`src/rtl/number_display_seq.sv`:
```
// Sequential double-dabble binary-to-BCD converter driving DIGITS active-low seven-segment digits.
// Optional blink support is enabled with the NUMBER_DISPLAY_BLINK_EN macro.
module number_display_seq #(
    parameter int BIN_WIDTH = 16,
    parameter int DIGITS    = 5,
    parameter int BLINK_DIV = 25000000
) (
    input  logic                  clk,
    input  logic                  reset,
    input  logic [BIN_WIDTH-1:0]  binary,
    input  logic                  load,
    input  logic                  blank_lz,
`ifdef NUMBER_DISPLAY_BLINK_EN
    input  logic                  blink,
`endif
    output logic [7*DIGITS-1:0]   hex,
    output logic                  busy,
    output logic                  valid,
    output logic                  overflow
);

    function automatic logic [63:0] pow10(input int n);
        logic [63:0] r;
        r = 64'd1;
        for (int i = 0; i < n; i++) r = r * 64'd10;
        return r;
    endfunction

    function automatic logic [6:0] seg7(input logic [3:0] d);
        case (d)
            4'd0:    seg7 = 7'h40;
            4'd1:    seg7 = 7'h79;
            4'd2:    seg7 = 7'h24;
            4'd3:    seg7 = 7'h30;
            4'd4:    seg7 = 7'h19;
            4'd5:    seg7 = 7'h12;
            4'd6:    seg7 = 7'h02;
            4'd7:    seg7 = 7'h78;
            4'd8:    seg7 = 7'h00;
            4'd9:    seg7 = 7'h10;
            default: seg7 = 7'h7F;
        endcase
    endfunction

    localparam logic [63:0] MAX_VAL = pow10(DIGITS) - 64'd1;
    localparam int CW = (BIN_WIDTH > 1) ? $clog2(BIN_WIDTH) : 1;

    typedef enum logic [1:0] {IDLE, SHIFT, UPDATE} state_t;

    // Handshake: load is a single-cycle request, accepted whenever it is high;
    // while busy it lands in the pending slot, and valid pulses once per display update.
    state_t                 state, next_state;
    logic [BIN_WIDTH-1:0]   shift_q;
    logic [4*DIGITS-1:0]    bcd_q;
    logic [4*DIGITS-1:0]    bcd_adj;
    logic [CW-1:0]          cnt_q;
    logic                   ovf_pend;
    logic                   pend_valid;
    logic [BIN_WIDTH-1:0]   pend_val;
    logic [7*DIGITS-1:0]    disp_q;
    logic [7*DIGITS-1:0]    seg_next;
    logic                   load_now;
    logic [BIN_WIDTH-1:0]   load_val;
    logic                   seen_nz;
    logic [3:0]             nib;

    always_ff @(posedge clk) begin
        if (reset) state <= IDLE;
        else       state <= next_state;
    end

    always_comb begin
        next_state = state;
        load_now   = 1'b0;
        load_val   = binary;
        case (state)
            IDLE: begin
                if (load) begin
                    load_now   = 1'b1;
                    next_state = SHIFT;
                end
            end
            SHIFT: begin
                if (cnt_q == CW'(BIN_WIDTH - 1)) next_state = UPDATE;
            end
            UPDATE: begin
                // A load arriving with UPDATE is the newest pending value and wins.
                if (load || pend_valid) begin
                    load_now   = 1'b1;
                    load_val   = load ? binary : pend_val;
                    next_state = SHIFT;
                end else begin
                    next_state = IDLE;
                end
            end
            default: next_state = IDLE;
        endcase
    end

    assign busy = (state != IDLE);

    always_comb begin
        bcd_adj = '0;
        for (int i = 0; i < DIGITS; i++) begin
            bcd_adj[4*i +: 4] = (bcd_q[4*i +: 4] >= 4'd5) ? bcd_q[4*i +: 4] + 4'd3
                                                          : bcd_q[4*i +: 4];
        end
    end

    // Scan from the most significant digit so blanking stops at the first nonzero one.
    always_comb begin
        seg_next = '1;
        seen_nz  = 1'b0;
        nib      = '0;
        for (int i = DIGITS - 1; i >= 0; i--) begin
            nib = bcd_q[4*i +: 4];
            if (nib != 4'd0) seen_nz = 1'b1;
            if (ovf_pend)
                seg_next[7*i +: 7] = 7'h3F;
            else if (blank_lz && !seen_nz && i != 0)
                seg_next[7*i +: 7] = 7'h7F;
            else
                seg_next[7*i +: 7] = seg7(nib);
        end
    end

    always_ff @(posedge clk) begin
        if (reset) begin
            shift_q    <= '0;
            bcd_q      <= '0;
            cnt_q      <= '0;
            ovf_pend   <= 1'b0;
            pend_valid <= 1'b0;
            pend_val   <= '0;
            disp_q     <= '1;
            valid      <= 1'b0;
            overflow   <= 1'b0;
        end else begin
            valid <= 1'b0;
            if (load_now) begin
                shift_q  <= load_val;
                bcd_q    <= '0;
                cnt_q    <= '0;
                ovf_pend <= (64'(load_val) > MAX_VAL);
            end else if (state == SHIFT) begin
                bcd_q   <= {bcd_adj[4*DIGITS-2:0], shift_q[BIN_WIDTH-1]};
                shift_q <= shift_q << 1;
                cnt_q   <= cnt_q + CW'(1);
            end

            if (state == UPDATE) begin
                disp_q     <= seg_next;
                overflow   <= ovf_pend;
                valid      <= 1'b1;
                pend_valid <= 1'b0;
            end else if (state == SHIFT && load) begin
                pend_valid <= 1'b1;
                pend_val   <= binary;
            end
        end
    end

`ifdef NUMBER_DISPLAY_BLINK_EN
    localparam int BCW = (BLINK_DIV > 1) ? $clog2(BLINK_DIV) : 1;
    logic [BCW-1:0] blink_cnt;
    logic           blink_phase;

    always_ff @(posedge clk) begin
        if (reset) begin
            blink_cnt   <= '0;
            blink_phase <= 1'b1;
        end else if (blink_cnt == BCW'(BLINK_DIV - 1)) begin
            blink_cnt   <= '0;
            blink_phase <= ~blink_phase;
        end else begin
            blink_cnt <= blink_cnt + BCW'(1);
        end
    end

    assign hex = (blink && !blink_phase) ? '1 : disp_q;
`else
    assign hex = disp_q;
`endif

endmodule

```
`config.mk`:
```
export PLATFORM = sky130hd
export DESIGN_NAME = number_display_seq
export DESIGN_NICKNAME = d
export VERILOG_FILES = /design/src/rtl/number_display_seq.sv
export SDC_FILE = /design/constraint.sdc
export NUM_CORES = 1
export LEC_CHECK = 0
export CORE_MARGIN = 4
export CORE_UTILIZATION = 61
export CTS_CLUSTER_DIAMETER = 40
export DETAILED_ROUTE_END_ITERATION = 8
export PLACE_DENSITY = 0.84
export SLEW_MARGIN = 30
export SYNTH_ARGS = -nofsm -noshare
export SYNTH_HDL_FRONTEND = slang
export SYNTH_SLANG_ARGS = --single-unit
```
`constraint.sdc`:
```
create_clock -name clk -period 7.1 [get_ports clk]
set_input_delay 1.065 -clock clk [delete_from_list [all_inputs] [get_ports clk]]
set_output_delay 1.065 -clock clk [all_outputs]
set_load 0.01 [all_outputs]
```
==> reports/qor.txt <==
Syn Nets: 698
Non-Filler Instances: 801
Final Skew: 0.00923 ns
Place WS: 2.42 ns
post-synthesis cell area: 0.00573 mm2
achievable clock frequency: 0.233 GHz
largest family of logic cells by synthesized area: compound AO/OA/AOI/OAI gates
Skew-Pair Late Insertion Delay: 0.52 ns
# diodes: 0
post-synth top area share: 0.430
# DRC: 0
Slew Viols, Final: 0
Area contributors post-synth: dfxtp_1, ha_1, a21oi_1
Iteration-0 DRC Markers: 382
Yosys cell types: 58
syn_area_per_cell: 8.95 um2
Post-DP Area: 0.00627 mm2
gr usage total: 0.242
Relative slew margins: 0.409
number of buffers added on ports: 56
DP HPWL: 8410 um
vias in the first global route: 4878
Post-Syn Instances: 640
IO Pins: 58
compound-cell area share of the yosys netlist: 0.258
share of layout cells above drive strength 1: 0.0725
register area share after synthesis: 0.430
Final Hold Slack: 0.432 ns
routability congestion estimate: 0.896
Crit Path Max Fanout: 21
htree depth: 4
Max Cap Viol: 0
Final Hold Vio Count: 0
number of buffers created by CTS: 17
status: completed
Vias/cell: 6.12
Max IR drop VDD: 0.184 mV
Max Root-Sink Buffers: 2
Leak: 2.56 nW
simple-gate area share of the yosys netlist: 0.165
startpoint type of the worst setup path: input port
Yosys top cell by area: dfxtp_1
CTS Hold Bufs: 0
post-CTS setup repair buffer count: 0
min-delay worst type: reg2reg
flop and latch count out of synthesis: 123
Top FF cell, synth: dfxtp_1
area grow syn2layout: 20.3%
RSZ-0062 raised after global routing: false
worst path cell trace: clkdlybuf4s50_1 -> a21oi_1 -> o21ai_2 -> buf_4 -> a211oi_1 -> inv_1 -> ha_1 -> nor4_1 -> mux2i_1 -> o211ai_1
Starting Density: 0.623
Root Driver: clkbuf_8
worst setup margin: 2.82 ns
row cnt: 35
largest net degree at the start of global routing: 48
Post-synth EDFFs: 0
post-synthesis adder-cell area fraction: 0.0830
Final Setup Violations: 0
Post-CTS Resized: 0
Post-Route WL: 13100 um
worst endpoint required time: 7.53 ns
Die H: 105 um
average wire per standard cell: 16.3 um
Post-synth ARST share: 0
Final min period: 4.28 ns
first-pass GRT wire length: 22000 um
Nets: 735
crit share post-route: 0.603
Inst Count DP: 769
mux contribution to synthesized area: 0.00350
Die Width: 105 um
DRT antenna net count: 0
TNS Setup: 0 ns
PD cells: 253 mW/mm2
antenna violations before repair: 0
Die Area: 0.0110 mm2
worst slew pin tran: 0.880 ns
synth warn: 0
Synth Area in XOR/XNOR: 0.00918
Design Area, Final: 0.00689 mm2
TritonCTS Sinks: 123
Worst-path clk slew: 0.06 ns
vias post-DR: 4904
DR pass1 iterations: 5
delay of the slowest critical-path stage: 0.81 ns
TritonCTS clock tree: built
CP max stage cell: clkdlybuf4s50_1
crit path capture type: flop
CP Data Arrival Time: 4.71 ns
grt ovf: 0
CORE AREA: 0.00920 mm2
CP Class: in2reg
==> metrics by stage <==
step                      power (W)  utilization
after floorplan            0.000831            -
after global placement     0.000859        0.681
after detailed placement   0.000865        0.682
after CTS                   0.00175        0.748
after global routing        0.00180        0.749
final                       0.00175        0.749
==> area by class of cell <==
class	instances	area, um2
clock inverters	15	199
inverters	25	93.8
multi-input cells	450	2990
well taps	111	139
clock buffers	17	414
flip-flops and latches	123	2460
fillers	634	2310
repair buffers	60	591
==> final timing paths <==
path | start | end | slack, ns | depth (start not counted)
setup / recovery | load | flop | 2.82 | 10
hold / removal | flop | hex[8] | 0.43 | 1
hold reg to reg | flop | hex[8] | 0.43 | 1
setup reg to reg | state[1] | flop | 3.92 | 9
==> layer usage <==
metal | part of all wire | track usage | wire length (um) | vias to the layer above
met2 | 0.51 | 0.439 | 6670 | 139
met1 | 0.42 | 0.274 | 5530 | 2322
met4 | 0.025 | 0.0947 | 323 | 0
li1 | - | - | - | 2410
met3 | 0.042 | 0.0525 | 551 | 33
met5 | 0 | 0 | 0 | -
==> kinds of logic after synthesis <==
kind of cell,count (synthesis)
compound gates,211
simple gates,192
flops,123
buf+inv,67
fa+ha+maj,38
xor+xnor,6
mux,2
other cells,1
==> synthesized netlist by cell type, types with 3 or more instances <==
cell and number:
buf_2 16, nor3_1 6, a2111oi_0 3, and2_1 16
nand3b_1 3, a21oi_1 62, o21ai_0 14, clkbuf_1 22
dfxtp_1 123, a211oi_1 22, nor4bb_1 4, nor2_1 47
o22ai_1 16, xor2_1 3, buf_4 3, a2111o_1 3
nand4_1 4, o221ai_1 16, inv_1 24, nand3_1 13
nor4_2 4, o21a_1 3, nand2_1 72, a31oi_1 3
xnor2_1 3, o2bb2ai_1 3, nor2b_1 4, nand2b_1 8
ha_1 38, o21ai_1 12, o22a_1 31
==> report_power, final <==
part / switching, W / leakage (nW) / internal [W] / total (W)
combinational: 0.0000810 / 1.26 / 0.0000477 / 0.000129
sequential: 0.0000141 / 0.999 / 0.000713 / 0.000727
clock: 0.000320 / 0.298 / 0.000570 / 0.000890
total: 0.000415 / 2.56 / 0.00133 / 0.00175
==> cell usage in the layout, fill, tap and decap left out, drive strengths merged, types with 17 or more instances in the layout <==
cell type,n
nor2,47
nand2,72
o21ai,26
clkdlybuf4s50,56
a21oi,62
a211oi,23
dfxtp,123
inv,25
clkbuf,17
o22a,31
ha,38
==> critical path, delay by kind of cell <==
kind                       cells  cell delay (ns)
adders and majority gates      1             0.37
muxes                          1             0.11
and+or+nand+nor                1             0.27
AOI/OAI and AO/OA              4             1.56
buffers and inverters          3             1.32
(Power assumes the default switching activity.)
